### config.mk
export PLATFORM = sky130hd
export DESIGN_NAME = ysyx_25060170_ex_mdu
export DESIGN_NICKNAME = d
export VERILOG_FILES = /design/src/rtl/ysyx_25060170_ex_mdu_pkg.sv /design/src/rtl/ysyx_25060170_mdu_core.sv /design/src/rtl/ysyx_25060170_ex_mdu.sv
export SDC_FILE = /design/constraint.sdc
export NUM_CORES = 1
export LEC_CHECK = 0
export ABC_AREA = 1
export BUFFER_PORTS_ARGS = -buffer_cell sky130_fd_sc_hd__clkbuf_2
export CAP_MARGIN = 20
export CELL_PAD_IN_SITES_DETAIL_PLACEMENT = 1
export CELL_PAD_IN_SITES_GLOBAL_PLACEMENT = 1
export CORE_MARGIN = 3
export CORE_UTILIZATION = 43
export CTS_CLUSTER_DIAMETER = 30
export CTS_CLUSTER_SIZE = 20
export DETAILED_ROUTE_END_ITERATION = 8
export HOLD_SLACK_MARGIN = 0.1
export MAX_ROUTING_LAYER = met4
export PLACE_DENSITY = 0.88
export SLEW_MARGIN = 40
export SYNTH_ARGS = -nofsm -noshare
export SYNTH_HDL_FRONTEND = slang
export SYNTH_SLANG_ARGS = --single-unit
### constraint.sdc
create_clock -name clk -period 7.2 [get_ports clk]
set_input_delay 1.8 -clock clk [delete_from_list [all_inputs] [get_ports clk]]
set_output_delay 1.8 -clock clk [all_outputs]
set_load 0.01 [all_outputs]
### src/rtl/ysyx_25060170_ex_mdu_pkg.sv
// Shared decode constants and FSM state encodings for the EX-stage RV32M multiply/divide unit.
package ysyx_25060170_ex_mdu_pkg;

   localparam logic [6:0] MDU_OPCODE = 7'b0110011;
   localparam logic [6:0] MDU_FUNCT7 = 7'b0000001;

   localparam logic [2:0] F3_MUL    = 3'b000;
   localparam logic [2:0] F3_MULH   = 3'b001;
   localparam logic [2:0] F3_MULHSU = 3'b010;
   localparam logic [2:0] F3_MULHU  = 3'b011;
   localparam logic [2:0] F3_DIV    = 3'b100;
   localparam logic [2:0] F3_DIVU   = 3'b101;
   localparam logic [2:0] F3_REM    = 3'b110;
   localparam logic [2:0] F3_REMU   = 3'b111;

   localparam logic [1:0] ST_IDLE = 2'd0;
   localparam logic [1:0] ST_CALC = 2'd1;
   localparam logic [1:0] ST_DONE = 2'd2;

endpackage

### src/rtl/ysyx_25060170_mdu_core.sv
// Radix-2 iterative datapath: shift-add multiply or restoring divide on unsigned magnitudes.
module ysyx_25060170_mdu_core #(
   parameter int XLEN = 32,
   parameter int CW   = $clog2(XLEN)
) (
   input  logic              clk,
   input  logic              rst,
   input  logic              i_start,
   input  logic              i_step,
   input  logic              i_is_div,
   input  logic [XLEN-1:0]   i_mag_a,
   input  logic [XLEN-1:0]   i_mag_b,
   output logic [CW-1:0]     o_cnt,
   output logic [2*XLEN-1:0] o_acc_nxt
);

   logic [CW-1:0]     r_cnt;
   logic [2*XLEN-1:0] r_acc;
   logic [XLEN-1:0]   r_opnd;
   logic              r_is_div;

   logic [XLEN-1:0]   w_hi;
   logic [XLEN-1:0]   w_lo;
   logic [XLEN:0]     w_sum;
   logic [XLEN:0]     w_shl;
   logic [XLEN:0]     w_trial;
   logic [2*XLEN-1:0] w_mul_nxt;
   logic [2*XLEN-1:0] w_div_nxt;

   assign w_hi = r_acc[2*XLEN-1:XLEN];
   assign w_lo = r_acc[XLEN-1:0];

   // Multiply: low half holds the multiplier, shifted out LSB-first while the product grows in.
   assign w_sum     = {1'b0, w_hi} + (w_lo[0] ? {1'b0, r_opnd} : {(XLEN+1){1'b0}});
   assign w_mul_nxt = {w_sum, w_lo[XLEN-1:1]};

   // Divide: low half holds the dividend, quotient bits shift in as it shifts out.
   assign w_shl     = {w_hi, w_lo[XLEN-1]};
   assign w_trial   = w_shl - {1'b0, r_opnd};
   assign w_div_nxt = w_trial[XLEN] ? {w_shl[XLEN-1:0], w_lo[XLEN-2:0], 1'b0}
                                    : {w_trial[XLEN-1:0], w_lo[XLEN-2:0], 1'b1};

   assign o_acc_nxt = r_is_div ? w_div_nxt : w_mul_nxt;
   assign o_cnt     = r_cnt;

   always_ff @(posedge clk or negedge rst) begin
      if (!rst) begin
         r_cnt <= '0;
         r_acc <= '0;
      end else if (i_start) begin
         r_cnt <= '0;
         r_acc <= {{XLEN{1'b0}}, (i_is_div ? i_mag_a : i_mag_b)};
      end else if (i_step) begin
         r_cnt <= r_cnt + 1'b1;
         r_acc <= o_acc_nxt;
      end
   end

   always_ff @(posedge clk) begin
      if (i_start) begin
         r_opnd   <= i_is_div ? i_mag_b : i_mag_a;
         r_is_div <= i_is_div;
      end
   end

endmodule

### src/rtl/ysyx_25060170_ex_mdu.sv
// EX-stage RV32M unit: decode, IDLE/CALC/DONE control, sign fix-up, divide special cases and ID/EX hold.
module ysyx_25060170_ex_mdu
   import ysyx_25060170_ex_mdu_pkg::*;
#(
   parameter int XLEN = 32
) (
   input  logic            clk,
   input  logic            rst,
   input  logic [31:0]     ex_inst,
   input  logic [XLEN-1:0] ex_op1,
   input  logic [XLEN-1:0] ex_op2,
   input  logic            flush,
   input  logic            ls_stall,
   output logic            mdu_busy,
   output logic            mdu_done,
   output logic [XLEN-1:0] mdu_result
);

   localparam int CW = $clog2(XLEN);
   localparam logic [XLEN-1:0] MIN_NEG = {1'b1, {(XLEN-1){1'b0}}};

   function automatic logic [XLEN-1:0] cond_neg(input logic [XLEN-1:0] v, input logic neg);
      return neg ? (~v + {{(XLEN-1){1'b0}}, 1'b1}) : v;
   endfunction

   function automatic logic [2*XLEN-1:0] cond_neg2(input logic [2*XLEN-1:0] v, input logic neg);
      return neg ? (~v + {{(2*XLEN-1){1'b0}}, 1'b1}) : v;
   endfunction

   logic [1:0]        r_state;
   logic [2:0]        r_op;
   logic              r_neg_q;
   logic              r_neg_r;
   logic [XLEN-1:0]   r_result;

   logic              w_is_mdu;
   logic [2:0]        w_op;
   logic              w_is_div;
   logic              w_a_signed;
   logic              w_b_signed;
   logic              w_a_neg;
   logic              w_b_neg;
   logic [XLEN-1:0]   w_mag_a;
   logic [XLEN-1:0]   w_mag_b;
   logic              w_div0;
   logic              w_ovf;
   logic              w_special;
   logic [XLEN-1:0]   w_spec_res;
   logic              w_start;
   logic              w_step;
   logic              w_last;
   logic [CW-1:0]     w_cnt;
   logic [2*XLEN-1:0] w_acc_nxt;
   logic [2*XLEN-1:0] w_prod;
   logic [XLEN-1:0]   w_quot;
   logic [XLEN-1:0]   w_rem;
   logic [XLEN-1:0]   w_fin_res;
   logic              w_unused_inst;

   assign w_is_mdu      = (ex_inst[6:0] == MDU_OPCODE) && (ex_inst[31:25] == MDU_FUNCT7);
   assign w_op          = ex_inst[14:12];
   assign w_is_div      = w_op[2];
   assign w_unused_inst = ^{ex_inst[24:15], ex_inst[11:7]};

   always_comb begin
      w_a_signed = 1'b1;
      w_b_signed = 1'b1;
      case (w_op)
         F3_MULHSU:                  w_b_signed = 1'b0;
         F3_MULHU, F3_DIVU, F3_REMU: begin
            w_a_signed = 1'b0;
            w_b_signed = 1'b0;
         end
         default: ;
      endcase
   end

   assign w_a_neg = w_a_signed & ex_op1[XLEN-1];
   assign w_b_neg = w_b_signed & ex_op2[XLEN-1];
   assign w_mag_a = cond_neg(ex_op1, w_a_neg);
   assign w_mag_b = cond_neg(ex_op2, w_b_neg);

   // Divide-by-zero and signed overflow bypass the loop entirely.
   assign w_div0    = w_is_div && (ex_op2 == '0);
   assign w_ovf     = w_is_div && !w_op[0] && (ex_op1 == MIN_NEG) && (&ex_op2);
   assign w_special = w_div0 | w_ovf;

   always_comb begin
      w_spec_res = '0;
      case (w_op)
         F3_DIV, F3_DIVU: w_spec_res = w_div0 ? {XLEN{1'b1}} : MIN_NEG;
         F3_REM, F3_REMU: w_spec_res = w_div0 ? ex_op1 : '0;
         default:         w_spec_res = '0;
      endcase
   end

   assign w_start = (r_state == ST_IDLE) && w_is_mdu && !flush && !w_special;
   assign w_step  = (r_state == ST_CALC) && !flush;
   assign w_last  = (w_cnt == CW'(XLEN-1));

   ysyx_25060170_mdu_core #(
      .XLEN (XLEN),
      .CW   (CW)
   ) u_core (
      .clk       (clk),
      .rst       (rst),
      .i_start   (w_start),
      .i_step    (w_step),
      .i_is_div  (w_is_div),
      .i_mag_a   (w_mag_a),
      .i_mag_b   (w_mag_b),
      .o_cnt     (w_cnt),
      .o_acc_nxt (w_acc_nxt)
   );

   // The final iteration's value is consumed directly so DONE follows the last CALC cycle.
   assign w_prod = cond_neg2(w_acc_nxt, r_neg_q);
   assign w_quot = cond_neg(w_acc_nxt[XLEN-1:0], r_neg_q);
   assign w_rem  = cond_neg(w_acc_nxt[2*XLEN-1:XLEN], r_neg_r);

   always_comb begin
      w_fin_res = w_rem;
      case (r_op)
         F3_MUL:                       w_fin_res = w_prod[XLEN-1:0];
         F3_MULH, F3_MULHSU, F3_MULHU: w_fin_res = w_prod[2*XLEN-1:XLEN];
         F3_DIV, F3_DIVU:              w_fin_res = w_quot;
         default:                      w_fin_res = w_rem;
      endcase
   end

   always_ff @(posedge clk or negedge rst) begin
      if (!rst) begin
         r_state  <= ST_IDLE;
         r_result <= '0;
      end else if (flush) begin
         r_state <= ST_IDLE;
      end else begin
         case (r_state)
            ST_IDLE: begin
               if (w_is_mdu) begin
                  if (w_special) begin
                     r_state  <= ST_DONE;
                     r_result <= w_spec_res;
                  end else begin
                     r_state <= ST_CALC;
                  end
               end
            end
            ST_CALC: begin
               if (w_last) begin
                  r_state  <= ST_DONE;
                  r_result <= w_fin_res;
               end
            end
            ST_DONE: begin
               if (!ls_stall) r_state <= ST_IDLE;
            end
            default: r_state <= ST_IDLE;
         endcase
      end
   end

   always_ff @(posedge clk) begin
      if (w_start) begin
         r_op    <= w_op;
         r_neg_q <= w_a_neg ^ w_b_neg;
         r_neg_r <= w_a_neg;
      end
   end

   assign mdu_done   = (r_state == ST_DONE) && !flush;
   assign mdu_busy   = rst && (((r_state == ST_IDLE) && w_is_mdu) || (r_state == ST_CALC) ||
                               ((r_state == ST_DONE) && ls_stall));
   assign mdu_result = r_result;

endmodule

# --- Yosys cells after proc, flatten, opt, wreduce, memory -nomap -nowiden ---
# Cells that the tools add are included.
totals:
  reg_bits: 141
  input_bits: 100
  out_inout_bits: 34
  word_cells: 111
classes:
  add_sub_neg: 8
  n_eq_ne: 23
  n_mux: 30
  bitwise_logic: 10
  n_reduce_logical: 31
op_table:
  columns: ["cell", "count"]
  rows:
  - ["32-bit two-way mux", 11]
  - ["64-bit two-way mux", 5]
  - ["32-bit by 1-bit adder with 32-bit output (second input constant)", 4]
  - ["32-bit inverter", 4]
  - ["32-bit one-hot mux with 2 select lines", 2]
  - ["32-bit one-hot mux with 3 select lines", 1]
  - ["64-bit by 1-bit adder with 64-bit output (second input constant)", 1]
  - ["64-bit inverter", 1]
  - ["32-bit by 33-bit adder with 33-bit output", 1]
  - ["33-bit by 32-bit subtractor with 33-bit output", 1]
  - ["32-bit == test (second input constant)", 1]
  - ["32-bit logical NOT", 1]
  - ["32-bit AND reduction", 1]
  - ["31-bit two-way mux", 1]
  - ["3-bit == test (second input constant)", 6]
  - ["3-bit by 2-bit == test with 1-bit output (second input constant)", 4]
  - ["1-bit logical AND", 12]
  - ["2-bit two-way mux", 5]
  - ["5-bit two-way mux", 2]
  - ["3-bit inequality test (second input constant)", 3]
  - ["7-bit by 1-bit == test with 1-bit output (second input constant)", 1]
  - ["7-bit by 6-bit == test with 1-bit output (second input constant)", 1]
  - ["2-bit inequality test (second input constant)", 3]
  - ["2-bit one-hot mux with 3 select lines", 1]
  - ["20 further kinds", 29]

# --- Longest topological paths before layout ---
# Gate-level depths: netlist of the first run.
depth:
  ltp_word: 9
  depth_mapped: 38

# --- Cells and area by module ---
# Synthesis of the first run repeated with hierarchy kept, for this count alone.
hier_totals:
  hier_cells: 3187
  area_unflattened_um2: 18124.9
by_module_without_submodules:
  columns: ["module", "instances", "cells_each", "area_per_inst_um2", "seq_area_each_um2"]
  rows:
  - ["ysyx_25060170_mdu_core", 1, 1736, 10680.2, 2717.6]
  - ["ysyx_25060170_ex_mdu", 1, 1451, 7444.6, 1001.0]

# --- Worst setup path after synthesis of the first run ---
# Ideal clock, no wire load.
synth_path:
  path_kind: "input -> output"
  from: "input ex_inst[27]"
  to: "output mdu_busy"
  arrival_time_ns: 2.971
  t_required_ns: 5.400
  path_slack_ns: 2.429
  path_stages: 4
  path_buffers: 0
  cell_sequence: "or4_1 nor4_1 nor2_1 nor3b_1"
synth_via:
  elab_chain_len: 6
synth_lines:
  columns: ["element", "line", "text"]
  rows:
  - ["start, declared", "ysyx_25060170_ex_mdu.sv:9", "input logic [31:0] ex_inst,"]
  - ["7-bit by 1-bit == test with 1-bit output", "ysyx_25060170_ex_mdu.sv:60", "assign w_is_mdu = (ex_inst[6:0] == MDU_OPCODE) && (ex_inst[31:25] == MDU_FUNCT7);"]
  - ["1-bit logical AND", "ysyx_25060170_ex_mdu.sv:60", null]
  - ["1-bit logical AND", "ysyx_25060170_ex_mdu.sv:172", "assign mdu_busy = rst && (((r_state == ST_IDLE) && w_is_mdu) || (r_state == ST_CALC) ||"]
  - ["1-bit logical OR (2 in series)", "ysyx_25060170_ex_mdu.sv:172", null]
  - ["1-bit logical AND", "ysyx_25060170_ex_mdu.sv:172", null]
  - ["end, declared", "ysyx_25060170_ex_mdu.sv:14", "output logic mdu_busy,"]
# No other way between the ends.

# --- Worst setup path in the final report of the first run ---
layout_path:
  from: "register u_core.r_acc[31]"
  to: "register r_result[8] (netlist: mdu_result[8])"
layout_via:
  elab_chain_len: 9
  word_cells_on_any_way: 15
layout_lines:
  columns: ["element", "line", "text"]
  rows:
  - ["start, declared", "ysyx_25060170_mdu_core.sv:18", "logic [2*XLEN-1:0] r_acc;"]
  - ["start signal, assigned", "ysyx_25060170_mdu_core.sv:52", "r_acc <= {{XLEN{1'b0}}, (i_is_div ? i_mag_a : i_mag_b)};"]
  - ["start signal, assigned", "ysyx_25060170_mdu_core.sv:55", "r_acc <= o_acc_nxt;"]
  - ["33-bit by 32-bit subtractor with 33-bit output", "ysyx_25060170_mdu_core.sv:39", "assign w_trial = w_shl - {1'b0, r_opnd};"]
  - ["64-bit two-way mux", "ysyx_25060170_mdu_core.sv:40", "assign w_div_nxt = w_trial[XLEN] ? {w_shl[XLEN-1:0], w_lo[XLEN-2:0], 1'b0}"]
  - ["64-bit two-way mux (*)", "ysyx_25060170_mdu_core.sv:43", "assign o_acc_nxt = r_is_div ? w_div_nxt : w_mul_nxt;"]
  - ["64-bit inverter / 32-bit inverter (equally long branches)", "ysyx_25060170_ex_mdu.sv:27, ysyx_25060170_ex_mdu.sv:23", null]
  - ["64-bit by 1-bit adder with 64-bit output / 32-bit by 1-bit adder with 32-bit output (equally long branches)", "ysyx_25060170_ex_mdu.sv:27, ysyx_25060170_ex_mdu.sv:23", null]
  - ["64-bit two-way mux / 32-bit two-way mux (equally long branches)", "ysyx_25060170_ex_mdu.sv:27, ysyx_25060170_ex_mdu.sv:23", null]
  - ["32-bit one-hot mux with 3 select lines (*)", "ysyx_25060170_ex_mdu.sv:123", "case (r_op)"]
  - ["32-bit two-way mux (*)", "ysyx_25060170_ex_mdu.sv:150", "if (w_last) begin"]
  - ["32-bit one-hot mux with 2 select lines (*)", "ysyx_25060170_ex_mdu.sv:138", "case (r_state)"]
  - ["end signal, assigned", "ysyx_25060170_ex_mdu.sv:143", "r_result <= w_spec_res;"]
  - ["end signal, assigned", "ysyx_25060170_ex_mdu.sv:152", "r_result <= w_fin_res;"]
  - ["end, declared", "ysyx_25060170_ex_mdu.sv:34", "logic [XLEN-1:0] r_result;"]
# Mark *: on every way between the ends. The rest lies on a longest branch, timed or not. The select of a mux whose other input is x is not followed.
# A chain may end at the register's enable or synchronous reset.

==> impl_metrics.json, run 1 <==
{
  "status": "completed",
  "synth_top_family_by_area": "simple AND/OR/NAND/NOR gates",
  "seqPwrFrac": 0.172,
  "grt_first_pass_wirelength_um": 137900,
  "yosys.area_share.adder": 0.05097,
  "wirelength_um": 93580,
  "intPower_mw": 3.100,
  "hold_depth": 2,
  "overflow": 0,
  "final-instance-count-excl-fill": 3793,
  "n_antenna_cell": 0,
  "die_w_um": 211.8,
  "critical_path.most_common_cell": "nand2_4",
  "finalMaxSlewViolations": 0,
  "dieHeight_um": 211.8,
  "tightest_slew_ns": 0.8471,
  "synth_mux_area_frac": 0.002748,
  "postSynthAreaPerCell_um2": 5.728,
  "synth_compound_area_frac": 0.1515,
  "power_density_mw_per_mm2": 402.9,
  "root_buffer": "clkbuf_16",
  "die_area_mm2": 0.04486,
  "ys_seq_elements": 140,
  "skew_ns": 0.01478,
  "core_mm2": 0.04129,
  "cts_tree": "yes",
  "critPathMaxFanout": 31,
  "path_class": "reg2reg",
  "ys.flop_type": "dfrtp_1",
  "start_util": 0.4411,
  "yosys.area.top_type_share": 0.1999,
  "portBuffers": 118,
  "max_stage_delay_ns": 0.47,
  "post_dp_cell_area_mm2": 0.01923,
  "r2r-start": "u_core.r_acc[31]$_DFFE_PN0P_",
  "relSlewSlack": 0.4293,
  "grt_max_degree": 71,
  "finalSetupTns_ns": 0,
  "async_flop_share": 0.7357,
  "p_switching_mw": 4.880,
  "ir_drop_v": 0.0002164,
  "synth_cell_types": 61,
  "critPathTopFamily": "simple AND/OR/NAND/NOR gates",
  "synth_xor_area_frac": 0.04280,
  "clk_latency_ns": 0.45,
  "finalSetupViolations": 0,
  "drc": 0,
  "synth_cells": 3180,
  "antenna_found_initial": 0,
  "power_frac_comb": 0.713,
  "synth_area_leaders": "nand2_1 20%, dfrtp_1 14%, inv_1 9.4%",
  "cp.buffers_inverters": 4,
  "power_leakage_nw": 10.45,
  "switching_share": 0.6115,
  "yosysWarnings": 0,
  "netlist_top_cells_count": "970 x nand2_1, 456 x inv_1, 390 x nor2_1",
  "synth_fp_nets": 3353,
  "synth_sequential_area_ratio": 0.2025,
  "cp_slowest_cell": "o21ai_0",
  "cp-end-kind": "flip-flop",
  "hpwlAfterDp_um": 76200,
  "hold_buffers": 0,
  "yosysTopAreaCell": "nand2_1",
  "synth-edff-count": 37,
  "vias": 22800,
  "area_delta_synth_final_pct": 8.745,
  "synth_area_mm2": 0.01821,
  "pwr-share-clk": 0.116,
  "dp_cells": 3761,
  "boundaryPins": 134,
  "rsz0062_at_grt": "false",
  "gp_congestion": 1.078,
  "wl_per_cell_um": 24.67,
  "yosysMostFrequentCell": "nand2_1",
  "period_needed_ns": 6.344,
  "crit_required_ns": 7.49,
  "max_cap_viol_count": 0,
  "grt_usage": 0.4229,
  "reg2regPathDepth": 35,
  "drtAntennaViolNets": 0,
  "start_kind": "flip-flop",
  "cts_buffers": 17,
  "cts-htree-levels": 4,
  "postCtsSetupBuffers": 0,
  "cp.arrival_ns": 6.64,
  "final_area_mm2": 0.01981,
  "fin_nets": 3421,
  "total_power_mw": 7.980,
  "cp.depth": 35,
  "ctsLongestPathBuffers": 2,
  "drt-initial-drc-count": 1966,
  "firstDrtPassIters": 6,
  "worstHoldPathType": "reg2reg",
  "worst_r2r_endpoint": "mdu_result[8]$_DFFE_PN0P_",
  "path_clk_slew_ns": 0.07,
  "worstHoldStart": "mdu_result[30]$_DFFE_PN0P_",
  "first_global_vias": 23070,
  "cts_sinks": 140,
  "yosys.area_share.simple": 0.4239,
  "row_count": 74,
  "hold_end": "mdu_result[30]$_DFFE_PN0P_",
  "fin_crit_sh": 0.8811,
  "finalHoldViolations": 0,
  "rrSetupSlack_ns": 0.86,
  "avgViaCountPerCell": 6.011,
  "drive_gt1_frac": 0.08893,
  "postCtsResizedCells": 0,
  "max_freq_mhz": 157.6
}
-- sequential cells by signal, indices dropped and copies added (netlist names) --
name / cells
u_core.o_cnt: 5
u_core.r_acc: 64
r_neg_q: 1
u_core.r_opnd: 32
r_neg_r: 1
r_op: 3
mdu_result: 32
r_state: 2
-- through the flow --
step	util	setup WS (ns)	hold WS (ns)
global route	0.4796	0.4768	0.5651
finish	0.4796	0.8562	0.5446
floorplan	-	2.429	0.4725
detailed placement	0.4657	1.096	0.5130
CTS	0.4796	1.033	0.5340
global placement	0.4652	1.331	0.4891
-- how the worst max path moves through the flow --
stage	from	end
after detailed placement	u_core.r_acc[31]$_DFFE_PN0P_	mdu_result[20]$_DFFE_PN0P_
after global routing	u_core.r_acc[31]$_DFFE_PN0P_	mdu_result[20]$_DFFE_PN0P_
final	u_core.r_acc[31]$_DFFE_PN0P_	mdu_result[8]$_DFFE_PN0P_
after floorplan	ex_inst[27]	mdu_busy
after CTS	u_core.r_acc[31]$_DFFE_PN0P_	mdu_result[20]$_DFFE_PN0P_
after global placement	u_core.r_acc[31]$_DFFE_PN0P_	mdu_result[8]$_DFFE_PN0P_
-- power groups by stage --
| stage | Combinational [mW] | Clock [mW] | Sequential, mW |
|---|---|---|---|
| 2_1_floorplan | 3.58 | 0 | 1.23 |
| 3_3_place_gp | 5.30 | 0 | 1.34 |
| 3_5_place_dp | 5.48 | 0 | 1.36 |
| 4_1_cts | 5.54 | 0.919 | 1.35 |
| 5_1_grt | 6.14 | 0.952 | 1.38 |
| 6_report | 5.69 | 0.925 | 1.37 |
-- cell type report --
cell class                      count  area (um^2)
Clock buffer                       19        432.9
Clock inverter                     13        141.4
Fill cell                        5884        21490
Inverter                          473         1775
Multi-Input combinational cell   2466        12260
Sequential cell                   140         3689
Tap cell                          532        665.6
Timing Repair Buffer              150        840.8
-- cells by family (layout without fill, tap and decap cells) --
logic type / count (synthesis) / count (layout)
fa+ha+maj: 73 / 73
compound gates: 488 / 488
flops: 140 / 140
simple gates: 1811 / 1811
mux: 5 / 5
buf+inv: 574 / 655
xor+xnor: 89 / 89
-- routing by layer --
| layer | global-route usage | wire length (um) | vias to the layer above |
|---|---|---|---|
| li1 | - | - | 10350 |
| met1 | 0.4782 | 35590 | 11030 |
| met2 | 0.6905 | 43360 | 1085 |
| met3 | 0.05483 | 6343 | 332 |
| met4 | 0.3053 | 8287 | 0 |
| met5 | - | 0 | - |
-- worst reg2reg max path: cells and delay by family, from the launching register on --
family          cells  cell delay, ns
compound gates      3            0.92
flops               1            0.39
simple gates       25            3.56
buf+inv             4            0.50
fa+ha+maj           3            0.81
-- placed cells by master, fill, tap and decap left out, types with 46 or more instances in the layout --
| cell | count |
|---|---|
| nand3_1 | 253 |
| a21oi_1 | 165 |
| inv_1 | 454 |
| nor2_1 | 390 |
| o21ai_0 | 183 |
| nand4_1 | 46 |
| dfrtp_1 | 103 |
| nand2_1 | 970 |
| xor2_1 | 72 |
| ha_1 | 71 |
| clkbuf_2 | 117 |
No activity file was read; power rests on OpenSTA's default activity.
==> run 2, diff against run 1 <==
--- a/config.mk
+++ b/config.mk
@@ -6,7 +6,6 @@
 export NUM_CORES = 1
 export LEC_CHECK = 0
 export ABC_AREA = 1
-export BUFFER_PORTS_ARGS = -buffer_cell sky130_fd_sc_hd__clkbuf_2
 export CAP_MARGIN = 20
 export CELL_PAD_IN_SITES_DETAIL_PLACEMENT = 1
 export CELL_PAD_IN_SITES_GLOBAL_PLACEMENT = 1
@@ -15,9 +14,10 @@
 export CTS_CLUSTER_DIAMETER = 30
 export CTS_CLUSTER_SIZE = 20
 export DETAILED_ROUTE_END_ITERATION = 8
+export DONT_BUFFER_PORTS = 1
 export HOLD_SLACK_MARGIN = 0.1
 export MAX_ROUTING_LAYER = met4
-export PLACE_DENSITY = 0.88
+export PLACE_DENSITY = 0.84
 export SLEW_MARGIN = 40
 export SYNTH_ARGS = -nofsm -noshare
 export SYNTH_HDL_FRONTEND = slang
==> run 2 against run 1 <==
Global-route usage is 2.3 points lower. Final area decreased by 3.2%. Sequential share of layout area rose by 0.62 points. Critical path type unchanged. Critical endpoint is now mdu_result[10]$_DFFE_PN0P_. Highest routed layer unchanged.
==> impl_metrics.json, run 2 (synthesized netlist as in run 1, its figures left out) <==
{
  "finalHoldViolations": 0,
  "cp-end-kind": "flip-flop",
  "cp_slowest_cell": "o21ai_0",
  "layout_commonest_cell": "nand2_1",
  "gp_congestion": 1.086,
  "multiInputGateArea_mm2": 0.01225,
  "postCtsSetupBuffers": 0,
  "start_kind": "flip-flop",
  "overflow": 0,
  "portBuffers": 0,
  "cts_sinks": 140,
  "root_buffer": "clkbuf_16",
  "drc": 0,
  "p_switching_mw": 4.551,
  "pwr-share-clk": 0.119,
  "regMostFlops": "u_core.r_acc",
  "skew_ns": 0.01653,
  "clk_latency_ns": 0.47,
  "max_freq_mhz": 168.3,
  "avgViaCountPerCell": 5.959,
  "maxUsedRoutingLayer": "met4",
  "critPathMaxFanout": 7,
  "intPower_mw": 3.041,
  "start_util": 0.4411,
  "first_global_vias": 22310,
  "antenna_found_initial": 3,
  "hold_buffers": 0,
  "path_clk_slew_ns": 0.07,
  "grt_max_degree": 105,
  "rsz0062_at_grt": "false",
  "max_cap_viol_count": 0,
  "finalMaxSlewViolations": 0,
  "wl_met2_um": 39640,
  "wirelength_um": 87820,
  "met1_length_um": 33730,
  "fin_crit_sh": 0.8252,
  "drt-initial-drc-count": 1872,
  "largest_reg_flops": 64,
  "wl_per_cell_um": 23.91,
  "path_class": "reg2reg",
  "hold_slack_ns": 0.5308,
  "vias": 21890,
  "seqPwrFrac": 0.180,
  "finalSetupTns_ns": 0,
  "cts_buffers": 17,
  "cts_tree": "yes",
  "status": "completed",
  "power_density_mw_per_mm2": 396.1,
  "grt_usage": 0.3998,
  "grt_first_pass_wirelength_um": 130800,
  "relSlewSlack": 0.4149,
  "area_delta_synth_final_pct": 5.228,
  "postCtsResizedCells": 0,
  "hpwlAfterDp_um": 71690,
  "nFillCells": 5902,
  "dieHeight_um": 211.8,
  "period_needed_ns": 5.941,
  "fin_nets": 3298,
  "crit_required_ns": 7.52,
  "wl_met3_um": 7192,
  "final_cell_mix": "969 x nand2_1, 455 x inv_1, 390 x nor2_1",
  "row_count": 74,
  "cp.arrival_ns": 6.26,
  "boundaryPins": 134,
  "power_leakage_nw": 9.926,
  "firstDrtPassIters": 5,
  "die_w_um": 211.8,
  "drtAntennaViolNets": 0,
  "cts-htree-levels": 4,
  "ir_drop_v": 0.0001859,
  "ctsLongestPathBuffers": 2,
  "max_stage_delay_ns": 0.57,
  "switching_share": 0.5994,
  "finalSetupViolations": 0,
  "tightest_slew_ns": 0.8777,
  "power_frac_comb": 0.701,
  "total_power_mw": 7.592,
  "regArea_mm2": 0.003689,
  "core_mm2": 0.04129,
  "worstHoldPathType": "reg2reg",
  "die_area_mm2": 0.04486,
  "drive_gt1_frac": 0.05354
}
run 2: area by class of cell:
type,instances,share of cell area
Antenna cell,3,0.0003917
Clock buffer,22,0.02474
Clock inverter,10,0.005418
Inverter,473,0.09264
Multi-Input combinational cell,2466,0.6391
Sequential cell,140,0.1925
Tap cell,532,0.03473
Timing Repair Buffer,27,0.01058
run 2: final timing paths:
| check | from | endpoint | slack [ns] | depth (start not counted) |
|---|---|---|---|---|
| max in group asynchronous | rst | mdu_result[21]$_DFFE_PN0P_ | 5.91 | 0 |
| worst max register to register | u_core.r_acc[31]$_DFFE_PN0P_ | mdu_result[10]$_DFFE_PN0P_ | 1.26 | 35 |
| worst max-delay path | u_core.r_acc[31]$_DFFE_PN0P_ | mdu_result[10]$_DFFE_PN0P_ | 1.26 | 35 |
| worst min-delay path | u_core.o_cnt[4]$_DFFE_PN0P_ | u_core.o_cnt[4]$_DFFE_PN0P_ | 0.53 | 1 |
| min in group asynchronous | rst | u_core.r_acc[55]$_DFFE_PN0P_ | 1.03 | 0 |
| worst min register to register | u_core.o_cnt[4]$_DFFE_PN0P_ | u_core.o_cnt[4]$_DFFE_PN0P_ | 0.53 | 1 |
run 2: critical path, delay by kind of cell (launching register included):
kind            cells  cell delay (ns)
flops               1             0.39
simple gates       26             3.12
fa+ha+maj           3             0.85
compound gates      3             1.03
buf+inv             3             0.37
run 2: routing by layer:
metal | global-route usage | up-vias
met5 | - | -
met4 | 0.2716 | 0
met3 | 0.09040 | 291
met2 | 0.6306 | 992
met1 | 0.4532 | 10490
li1 | - | 10120
run 2: metrics by stage:
step,util,cell area (um^2),setup slack [ns],cells
after detailed placement,0.4499,18580,1.477,3638
after CTS,0.4639,19160,1.452,3670
after global placement,0.4499,18580,1.684,3638
after floorplan,-,18210,2.429,3180
final,0.4641,19170,1.259,3673
after global routing,0.4641,19170,0.9051,3673
run 2: power groups by stage:
stage / sequential (mW) / clock, mW / combinational [mW]
floorplan: 1.23 / 0 / 3.58
global placement: 1.35 / 0 / 5.01
detailed placement: 1.37 / 0 / 5.19
CTS: 1.35 / 0.909 / 5.23
global route: 1.38 / 0.938 / 5.84
finish: 1.36 / 0.907 / 5.32
